<file path="src/rtl/ecp5pll_phase_stepper_if.sv">
// Request channel into the ecp5pll phase stepper.
//   req_valid  requester has a request
//   req_ready  stepper can accept (IDLE, out of reset)
//   req_sel    PLL output index 0..3
//   req_dir    phase direction, forwarded to phasedir
//   req_steps  number of phase steps, 0 allowed
interface ecp5pll_phase_stepper_if #(
    parameter int CNT_W = 8
);
    logic             req_valid;
    logic             req_ready;
    logic [1:0]       req_sel;
    logic             req_dir;
    logic [CNT_W-1:0] req_steps;

    modport master (output req_valid, req_sel, req_dir, req_steps, input req_ready);
    modport slave  (input req_valid, req_sel, req_dir, req_steps, output req_ready);
endinterface

</file>
<file path="src/rtl/ecp5pll_phase_stepper.sv">
// ecp5pll_phase_stepper
// Sequences the ecp5pll dynamic phase-shift pins. A request "shift output K by
// N steps in direction D" is accepted in IDLE; each step is a PULSE_CYC-wide
// phasestep pulse followed by GAP_CYC low cycles. Pulses only start after
// SETUP_CYC consecutive locked cycles with phasesel/phasedir stable.
// Ports:
//   clk_i, resetn      clock, synchronous active-low reset
//   req                request channel (slave modport)
//   locked             PLL lock
//   phasesel/phasedir  held from acceptance until the next request
//   phasestep          step pulse
//   phaseloadreg       tied 0
//   busy, done         busy outside IDLE; done pulses one cycle at completion
//   pos_o              per-output phase position, output k at [k*TRACK_W +: TRACK_W]
// Build option: define ECP5PLL_PHASE_TRACK_EN to enable per-output position
// tracking; otherwise pos_o is tied to 0.
module ecp5pll_phase_stepper #(
    parameter int SETUP_CYC = 4,
    parameter int PULSE_CYC = 4,
    parameter int GAP_CYC   = 4,
    parameter int CNT_W     = 8,
    parameter int TRACK_W   = 10
) (
    input  logic                   clk_i,
    input  logic                   resetn,
    ecp5pll_phase_stepper_if.slave req,
    input  logic                   locked,
    output logic [1:0]             phasesel,
    output logic                   phasedir,
    output logic                   phasestep,
    output logic                   phaseloadreg,
    output logic                   busy,
    output logic                   done,
    output logic [4*TRACK_W-1:0]   pos_o
);
    localparam int TMR_MAX0 = (SETUP_CYC > PULSE_CYC) ? SETUP_CYC : PULSE_CYC;
    localparam int TMR_MAX  = (TMR_MAX0 > GAP_CYC) ? TMR_MAX0 : GAP_CYC;
    localparam int TMR_W    = (TMR_MAX > 1) ? $clog2(TMR_MAX) : 1;

    typedef enum logic [2:0] {IDLE, SETUP, PULSE, GAP, DONE} state_t;

    state_t           state, state_nxt;
    logic [TMR_W-1:0] cnt, cnt_nxt;
    logic [CNT_W-1:0] remaining, rem_nxt;
    logic             accept;

    assign req.req_ready = (state == IDLE) && resetn;
    assign phaseloadreg  = 1'b0;

    always_comb begin
        state_nxt = state;
        cnt_nxt   = cnt;
        rem_nxt   = remaining;
        accept    = 1'b0;
        case (state)
            IDLE: if (req.req_valid && req.req_ready) begin
                accept    = 1'b1;
                rem_nxt   = req.req_steps;
                cnt_nxt   = '0;
                state_nxt = (req.req_steps == '0) ? DONE : SETUP;
            end
            SETUP: begin
                // any unlocked cycle restarts the stability window
                if (!locked)                                cnt_nxt = '0;
                else if (cnt == TMR_W'(SETUP_CYC - 1)) begin
                    cnt_nxt   = '0;
                    state_nxt = PULSE;
                end else                                    cnt_nxt = cnt + 1'b1;
            end
            PULSE: begin
                // lock is deliberately ignored so a pulse is never cut short
                if (cnt == TMR_W'(PULSE_CYC - 1)) begin
                    cnt_nxt   = '0;
                    rem_nxt   = remaining - 1'b1;
                    state_nxt = GAP;
                end else cnt_nxt = cnt + 1'b1;
            end
            GAP: begin
                if (cnt == TMR_W'(GAP_CYC - 1)) begin
                    cnt_nxt = '0;
                    if (remaining == '0) state_nxt = DONE;
                    else if (locked)     state_nxt = PULSE;
                    else                 state_nxt = SETUP;
                end else cnt_nxt = cnt + 1'b1;
            end
            DONE:    state_nxt = IDLE;
            default: state_nxt = IDLE;
        endcase
    end

    always_ff @(posedge clk_i) begin
        if (!resetn) begin
            state     <= IDLE;
            cnt       <= '0;
            remaining <= '0;
            phasesel  <= '0;
            phasedir  <= 1'b0;
            phasestep <= 1'b0;
            busy      <= 1'b0;
            done      <= 1'b0;
        end else begin
            state     <= state_nxt;
            cnt       <= cnt_nxt;
            remaining <= rem_nxt;
            // outputs registered from the next state so they align with it
            phasestep <= (state_nxt == PULSE);
            busy      <= (state_nxt != IDLE);
            done      <= (state_nxt == DONE);
            if (accept) begin
                phasesel <= req.req_sel;
                phasedir <= req.req_dir;
            end
        end
    end

`ifdef ECP5PLL_PHASE_TRACK_EN
    logic                    step_done;
    logic [3:0][TRACK_W-1:0] pos;

    assign step_done = (state == PULSE) && (cnt == TMR_W'(PULSE_CYC - 1));

    for (genvar k = 0; k < 4; k++) begin : g_track
        always_ff @(posedge clk_i) begin
            if (!resetn)
                pos[k] <= '0;
            else if (step_done && (phasesel == 2'(k)))
                pos[k] <= phasedir ? pos[k] - 1'b1 : pos[k] + 1'b1;
        end
    end
    assign pos_o = pos;
`else
    assign pos_o = '0;
`endif
endmodule
</file>
<file path="src/flat_wrapper.sv">
// flat-port wrapper written by rule: the top's interface ports become plain ports
module ecp5pll_phase_stepper_flat 
#(
    parameter int SETUP_CYC = 4,
    parameter int PULSE_CYC = 4,
    parameter int GAP_CYC   = 4,
    parameter int CNT_W     = 8,
    parameter int TRACK_W   = 10
)
  (clk_i, resetn, locked, phasesel, phasedir, phasestep, phaseloadreg, busy, done, pos_o, req_req_valid, req_req_sel, req_req_dir, req_req_steps, req_req_ready);
  ecp5pll_phase_stepper_if #(.CNT_W(CNT_W)) req_i ();
  input  logic clk_i;
  input  logic resetn;
  input  logic locked;
  output logic [1:0] phasesel;
  output logic phasedir;
  output logic phasestep;
  output logic phaseloadreg;
  output logic busy;
  output logic done;
  output logic [4*TRACK_W-1:0] pos_o;
  input wire logic [$bits(req_i.req_valid)-1:0] req_req_valid;
  input wire logic [$bits(req_i.req_sel)-1:0] req_req_sel;
  input wire logic [$bits(req_i.req_dir)-1:0] req_req_dir;
  input wire logic [$bits(req_i.req_steps)-1:0] req_req_steps;
  output wire logic [$bits(req_i.req_ready)-1:0] req_req_ready;
  assign req_i.req_valid = req_req_valid;
  assign req_i.req_sel = req_req_sel;
  assign req_i.req_dir = req_req_dir;
  assign req_i.req_steps = req_req_steps;
  assign req_req_ready = req_i.req_ready;
  ecp5pll_phase_stepper #(.SETUP_CYC(SETUP_CYC), .PULSE_CYC(PULSE_CYC), .GAP_CYC(GAP_CYC), .CNT_W(CNT_W), .TRACK_W(TRACK_W)) u_core (.clk_i(clk_i), .resetn(resetn), .req(req_i), .locked(locked), .phasesel(phasesel), .phasedir(phasedir), .phasestep(phasestep), .phaseloadreg(phaseloadreg), .busy(busy), .done(done), .pos_o(pos_o));
endmodule
</file>
<file path="config.mk">
export PLATFORM = sky130hd
export DESIGN_NAME = ecp5pll_phase_stepper_flat
export DESIGN_NICKNAME = d
export VERILOG_FILES = /design/src/rtl/ecp5pll_phase_stepper_if.sv /design/src/rtl/ecp5pll_phase_stepper.sv /design/src/flat_wrapper.sv
export SDC_FILE = /design/constraint.sdc
export NUM_CORES = 1
export LEC_CHECK = 0
export ABC_AREA = 1
export ABC_CLOCK_PERIOD_IN_PS = 1680
export CAP_MARGIN = 20
export CORE_UTILIZATION = 43
export CTS_BUF_LIST = sky130_fd_sc_hd__clkbuf_4 sky130_fd_sc_hd__clkbuf_8
export DETAILED_ROUTE_END_ITERATION = 7
export GPL_TIMING_DRIVEN = 0
export HOLD_SLACK_MARGIN = 0.1
export PLACE_DENSITY = 0.82
export SLEW_MARGIN = 15
export SYNTH_ARGS = -nofsm -noshare
export SYNTH_HDL_FRONTEND = slang
export SYNTH_SLANG_ARGS = --single-unit
</file>
<file path="constraint.sdc">
create_clock -name clk_i -period 1.68 [get_ports clk_i]
set_input_delay 0.168 -clock clk_i [delete_from_list [all_inputs] [get_ports clk_i]]
set_output_delay 0.168 -clock clk_i [all_outputs]
set_load 0.005 [all_outputs]
</file>
==> results list, run 1 <==
* Top-count cell post-synth: nand2_1
- In this run the mean area of a mapped cell was 6.80 µm².
- In this run the critical register-to-register path is launched from u_core.cnt[0].
* Static Leakage: 1.02 nW
- The final route contains 1290 vias.
- The floorplan step defined a core boundary enclosing 3100 µm².
* Number of top-level pins: 63
- Post-DP HPWL: 2080 µm
- Final number of hold-violating endpoints: 0
- Cell at the root of the clock tree: clkbuf_4
* Critical hold path startpoint: req_req_sel[1]
- The number of pins with negative max-slew slack in the final report is 0.
* Sequential element share of the synthesized area: 26.8%
* DRC Markers: 0
- Power Dens Cells: 558 nW/µm²
- Post-Syn Instances: 209
- First-iteration detailed-routing DRC count: 25
- Cells with a size suffix above 1 make up 25.7% of the layout.
- STA puts the critical path data arrival time at 1.60 ns.
- Pin count of the biggest net entering global routing: 11
- Final sum of negative setup slack: 0 ns
- On the critical path, the stage with the largest delay is an instance of dfxtp_1.
- Vias per std cell: 4.03
- Most area-consuming cells after synthesis: dfxtp_1 27%, buf_4 23%, nand2_1 12%
- Non-Filler Instances: 320
* Dominant cell type by area after synthesis: dfxtp_1
* Share of synthesized flip-flops with an asynchronous set or reset: 0%
- Layout-stage area growth over the synthesis result: 33.1%
* Wire length of the first global-routing pass: 4730 µm
- Summed over all layers, the global routing overflow is 0.
* Top flip-flop cell by instance count after synthesis: dfxtp_1
- # H-tree levels: 1
- During synthesis, Yosys emitted a total of 0 warnings.
- Yosys top cell area share: 26.8%
- Setup Viol. Count Final: 0
- Number of clock sinks: 19
* Kind of start point of the critical path: flop
* Post-CTS Hold Buffers: 0
- Maximum Capacitance Violations: 0
- The longest clock path from root to sink contains 2 buffers.
- Post-Place Cells: 314
- The critical path in this run is classified as reg -> reg.
- Die area: 3540 µm²
- Critical path peak fanout: 4
- Crit. End Element: flop
- Stage delay of the slowest cell on the critical path: 0.38 ns
* Net count, final: 294
* Largest clock skew in the final design: 0.00479 ns
- Worst min path class: in -> reg
- Required arrival time at the worst endpoint: 1.90 ns
* Post-layout worst setup margin: 0.292 ns
* Via count of the first global-routing pass: 1129
- Cell Area, Placed: 1840 µm²
* Max rail drop VDD: 0.000412 V
- Final hold analysis gives a worst-case slack of 0.385 ns.
- Count of state elements after synthesis: 19
* Setup repair after global routing missed its margin: no
- The initial utilization of the core area, before any placement, comes to 45.8%.
- The finished cells cover 1890 µm².
- Once detail routing completed, the nets flagged for antenna violations numbered 0.
* Synthesized area: 1420 µm²
* Peak Freq: 720 MHz
* Setup WS pre-CTS: -0.345 ns
- In the synthesized netlist, the cells that appear most often are 46 x nand2_1, 43 x buf_4, 23 x nor2_1.
* Router iterations before antenna repair: 4
- Clock insertion delay at the later pin of the skew report: 0.31 ns
- The number of antenna violations at the first check in global routing was 0.
- Buffers inserted during clock tree synthesis total 3.
- The count of buffers added on input and output ports is 21.
- In this run, synthesis inferred 0 flip-flops with an integrated enable.
- TritonCTS built the clock tree.
* Minimum period implied by the final worst setup slack: 1.39 ns
- Result of the run: finished, final reports clean
- The worst path uses 82.6% of the clock period.
- Width of the die: 59.5 µm
* Weighted congestion reported at the end of routability-driven placement: 0.823
* Number of distinct library cell variants in the gate-level netlist after synthesis: 25
* DRT Wirelength: 2690 µm
* Global-route usage over all layers: 17.6%
- Height of the die: 59.5 µm
- Clock-pin slew was measured on the worst setup and hold paths at 0.11 ns.
- In this run the worst setup path begins at u_core.cnt[0].
* Critical path cell sequence: ha_1, inv_1, nor3_2, nand2_1, a21oi_1, inv_1, nand2_1, nor2_1
- Wire per inst: 8.40 µm
- Number of diodes added for antenna fixing: 0
- The floorplan has 20 rows.
[kinds of logic (layout without fill, tap and decap cells)]
kind of cell             Yosys count  count (layout)  synth area share [%]
AND/OR/NAND/NOR                   91              91                  29.0
buffers and inverters             66              93                  29.4
AO/OA/AOI/OAI                     30              30                  12.9
other                              1              41                 0.264
flip-flops                        19              19                  26.8
adder cells (fa/ha/maj)            2               2                  1.76
[layout by cell type, fill, tap and decap left out, types with 4 or more instances in the layout]
cell type | synthesis | layout
nand2_1 | 46 | 46
buf_4 | 43 | 44
conb_1 | 1 | 41
nor2_1 | 23 | 23
clkdlybuf4s50_1 | 0 | 19
dfxtp_1 | 19 | 19
inv_1 | 17 | 17
nand3_1 | 14 | 14
a21oi_1 | 13 | 13
o21ai_0 | 6 | 6
o21ai_2 | 6 | 6
clkbuf_4 | 0 | 4
[final timing paths]
check                                      endpoint  slack [ns]  cells after the start
worst max-delay path               u_core.phasestep        0.29                      8
worst min-delay path             u_core.phasesel[1]        0.38                      3
worst max register to register     u_core.phasestep        0.29                      8
worst min register to register  u_core.remaining[4]        0.47                      2
[stage by stage]
step | utilization [%] | total power, W
global route | 61.0 | 0.00113
detailed placement | 59.2 | 0.000796
finish | 61.0 | 0.00105
global placement | 59.2 | 0.000791
floorplan | - | 0.000715
CTS | 60.9 | 0.00105
[flip-flops by register name, indices dropped and copies added (netlist names)]
name,count
u_core.busy,1
u_core.cnt,2
u_core.done,1
u_core.phasedir,1
u_core.phasesel,2
u_core.phasestep,1
u_core.remaining,8
u_core.state,3
[timing repair]
action                                  4_1_cts  5_1_grt
endpoints found under the hold margin         0        0
buffers inserted                              2        0
resized for setup                             4        1
pin swaps                                     1        0
gates cloned                                  0        0
endpoints found under the setup margin        1        1
[layer usage]
metal / vias up / GRT usage (%) / wire length, µm
met5: - / 0 / 0
met4: 0 / 6.98 / 44
met3: 5 / 5.02 / 155
met2: 40 / 29.2 / 1290
met1: 535 / 21.5 / 1200
li1: 710 / - / -
[layout make-up]
type	instances	area [µm²]
clock buffers	4	30.0
inverters	22	88.8
repair buffers	23	226
flip-flops and latches	19	380
fillers	312	1210
multi-input cells	164	773
well taps	44	55.1
plain buffers	44	338
[critical path: cells and delay by family (launching register included)]
family	cells	cell delay (ns)
buffers and inverters	2	0.15
AND/OR/NAND/NOR	4	0.34
adder cells (fa/ha/maj)	1	0.25
AO/OA/AOI/OAI	1	0.18
flip-flops	1	0.38
[power by group]
part / internal [W] / switching [W] / total (W)
Sequential: 0.000473 / 0.0000164 / 0.000490
Clock: 0.000109 / 0.000151 / 0.000259
Combinational: 0.000159 / 0.000147 / 0.000306
(Power assumes the default switching activity.)
==> run 2: changes to the inputs <==
Settings changed: ABC_CLOCK_PERIOD_IN_PS 1680 to 1300.
Clock period 1.68 ns to 1.3 ns, I/O delays scaled along.
==> run 2 against run 1 <==
  * The flow now finishes with violations (setup timing)
  * Highest routed layer unchanged
  * Global-route usage rose by 0.69 points
  * Worst setup slack got worse by 0.29 ns
  * Combinational power rose by 56%
  * Power rose by 37%
  * Final cell count rose by 3.8%
  * Sequential power rose by 30%
  * Wire length rose by 13%
  * Flip-flop and latch count did not move
  * Clock-buffer cell count did not move
  * Core utilization rose by 6.7 points
==> results list, run 2 (synthesis gave the netlist of run 1 again) <==
- Share of the core filled with cells in the final layout: 67.7%
- Regs by FF count: u_core.remaining: 8 flops, u_core.state: 3 flops
- Entering global routing, the biggest net connects 11 pins.
- Largest register by flop count: u_core.remaining
* PortBufs: 21
* Setup Viol. Count Final: 2
- Placement row count: 20
- Layout-stage area growth over the synthesis result: 47.8%
* Remaining global-route overflow: 0
- Floorplan core area: 3100 µm²
- The first global-routing pass estimated 4940 µm of wire.
- The number of pins with negative max-slew slack in the final report was 0.
- The HPWL after detailed placement is 2080 µm.
* Number of top-level pins: 63
- The clock passes through at most 2 buffers.
- Peak Freq: 769 MHz
- In the layout the commonest cells are 52 x buf_4, 43 x nand2_1, 41 x conb_1.
* TritonCTS clock tree: yes
- Power Dens Cells: 688 nW/µm²
* Non-Filler Instances: 332
- Global-route usage over all layers: 18.3%
- IR analysis of the VDD net gives a maximum drop of 0.000536 V.
* Critical path cell sequence: nor2_4, buf_6, nand4_4, nand2_4, buf_12, o21ai_2, nand2_1, a21oi_2
- Final number of hold-violating endpoints: 0
- The run finished, with violations left.
- # H-tree levels: 1
- In this run the remaining antenna-violating nets after routing total 0.
* Height of the die: 59.5 µm
- For this run, the slowest stage of the critical path takes 0.38 ns.
- Initial standard-cell utilization of the core: 45.8%
- Setup repair after global routing missed its margin: yes
- Initial antenna violation count: 0
- Slowest stage cell, crit path: dfxtp_4
- OpenSTA, run right after detailed placement, puts the worst setup slack at -0.649 ns.
- Final critical-path share of the clock period: 100%
- Kind of start point of the critical path: flop
- DRT Wirelength: 3050 µm
* Buffers & Inverters on Critical Path: 2
* Net count, final: 306
- The register with the most flip-flops in the layout has 8 of them.
- Clock insertion delay at the later pin of the skew report: 0.30 ns
- Fraction of layout instances using a drive strength above 1: 36.8%
- Static Leakage: 1.12 nW
- At the end of routability-driven placement, the weighted congestion stood at 0.823.
- For this block, the initial DRC count from the detailed router was 35.
* Die area: 3540 µm²
- The die is 59.5 µm wide.
- Leaving out fill and tap cells, the most frequent cell in the layout is buf_4.
- Largest clock skew in the final design: 0.00459 ns
* Critical path peak fanout: 6
* Final sum of negative setup slack: -0.00211 ns
* Number of clock sinks: 19
- Detailed routing inserted a total of 1381 vias.
- Worst EP arrival: 1.52 ns
* Wire per inst: 9.17 µm
* Register Area: 395 µm²
- Post-CTS Hold Buffers: 0
* Logic depth of the worst register-to-register path: 8
* Crit. End Element: flop
* Post-Place Cells: 314
* CP delay by family, top: simple AND/OR/NAND/NOR gates
- 0 antenna diodes ended up in the layout.
* Filler Cells Inserted: 271
- The path class of the tightest hold or removal check is in -> reg.
- Minimum period implied by the final worst setup slack: 1.30 ns
- Combined area of the multi-input logic cells: 851 µm²
* Vias per std cell: 4.16
* Post-layout worst setup margin: -0.00124 ns
- Crit path depth: 8
- The cell sitting at the root of the clock tree is a clkbuf_4.
* Clock slew at reported path FFs: 0.11 ns
- Worst Hold Depth: 3
- Violated checks: setup timing
- For this run, the detailed router's first-pass iteration total came to 4.
* DRC Markers: 0
- Maximum Capacitance Violations: 0
- Worst Setup Path Type: reg -> reg
- STA puts the critical path data required time at 1.51 ns.
- Via count of the first global-routing pass: 1194
* TritonCTS Buffers: 3
- Tot Pwr: 0.00145 W
-- run 2: metal layers --
layer	routed length [µm]	global-route usage (%)	up-vias
met5	0	0	-
met3	140	4.80	5
met4	34	6.31	0
met1	1290	22.1	598
li1	-	-	738
met2	1590	31.5	40
-- run 2: area by class of cell --
| class | instances | area share, % |
|---|---|---|
| inverter | 22 | 4.47 |
| tap | 44 | 2.62 |
| multi-input combinational | 164 | 40.5 |
| buffer | 44 | 16.3 |
| clock buffer | 4 | 1.43 |
| timing repair buffer | 35 | 15.9 |
| sequential | 19 | 18.8 |
-- run 2: metrics by stage --
step	hold WS [ns]	area, µm²
finish	0.351	2100
global route	0.381	2100
CTS	0.349	2000
detailed placement	0.453	1840
global placement	0.448	1840
floorplan	0.240	1570
-- run 2: worst min-delay path: stages --
cell,delay [ns]
clkdlybuf4s50_1,0.39
nand2_1,0.06
nand2_1,0.04
-- run 2: repair_timing --
item                                    4_1_cts  5_1_grt
buffers inserted                              9        5
endpoints found under the setup margin        5       18
gates resized for setup                      21       26
pin swaps                                     8        8
-- run 2: power breakdown --
group,switching [W],internal [W],leakage (nW),total [W]
sequential,0.0000247,0.000611,0.159,0.000636
combinational,0.000223,0.000255,0.939,0.000478
clock,0.000192,0.000141,0.0184,0.000332
total,0.000440,0.00101,1.12,0.00145
-- run 2: worst paths after layout --
check / start / endpoint / slack, ns
setup / recovery: u_core.state[0] / u_core.remaining[4] / -0.001
hold / removal: req_req_sel[1] / u_core.phasesel[1] / 0.35
hold reg to reg: u_core.phasesel[1] / u_core.phasesel[1] / 0.47
setup reg to reg: u_core.state[0] / u_core.remaining[4] / -0.001
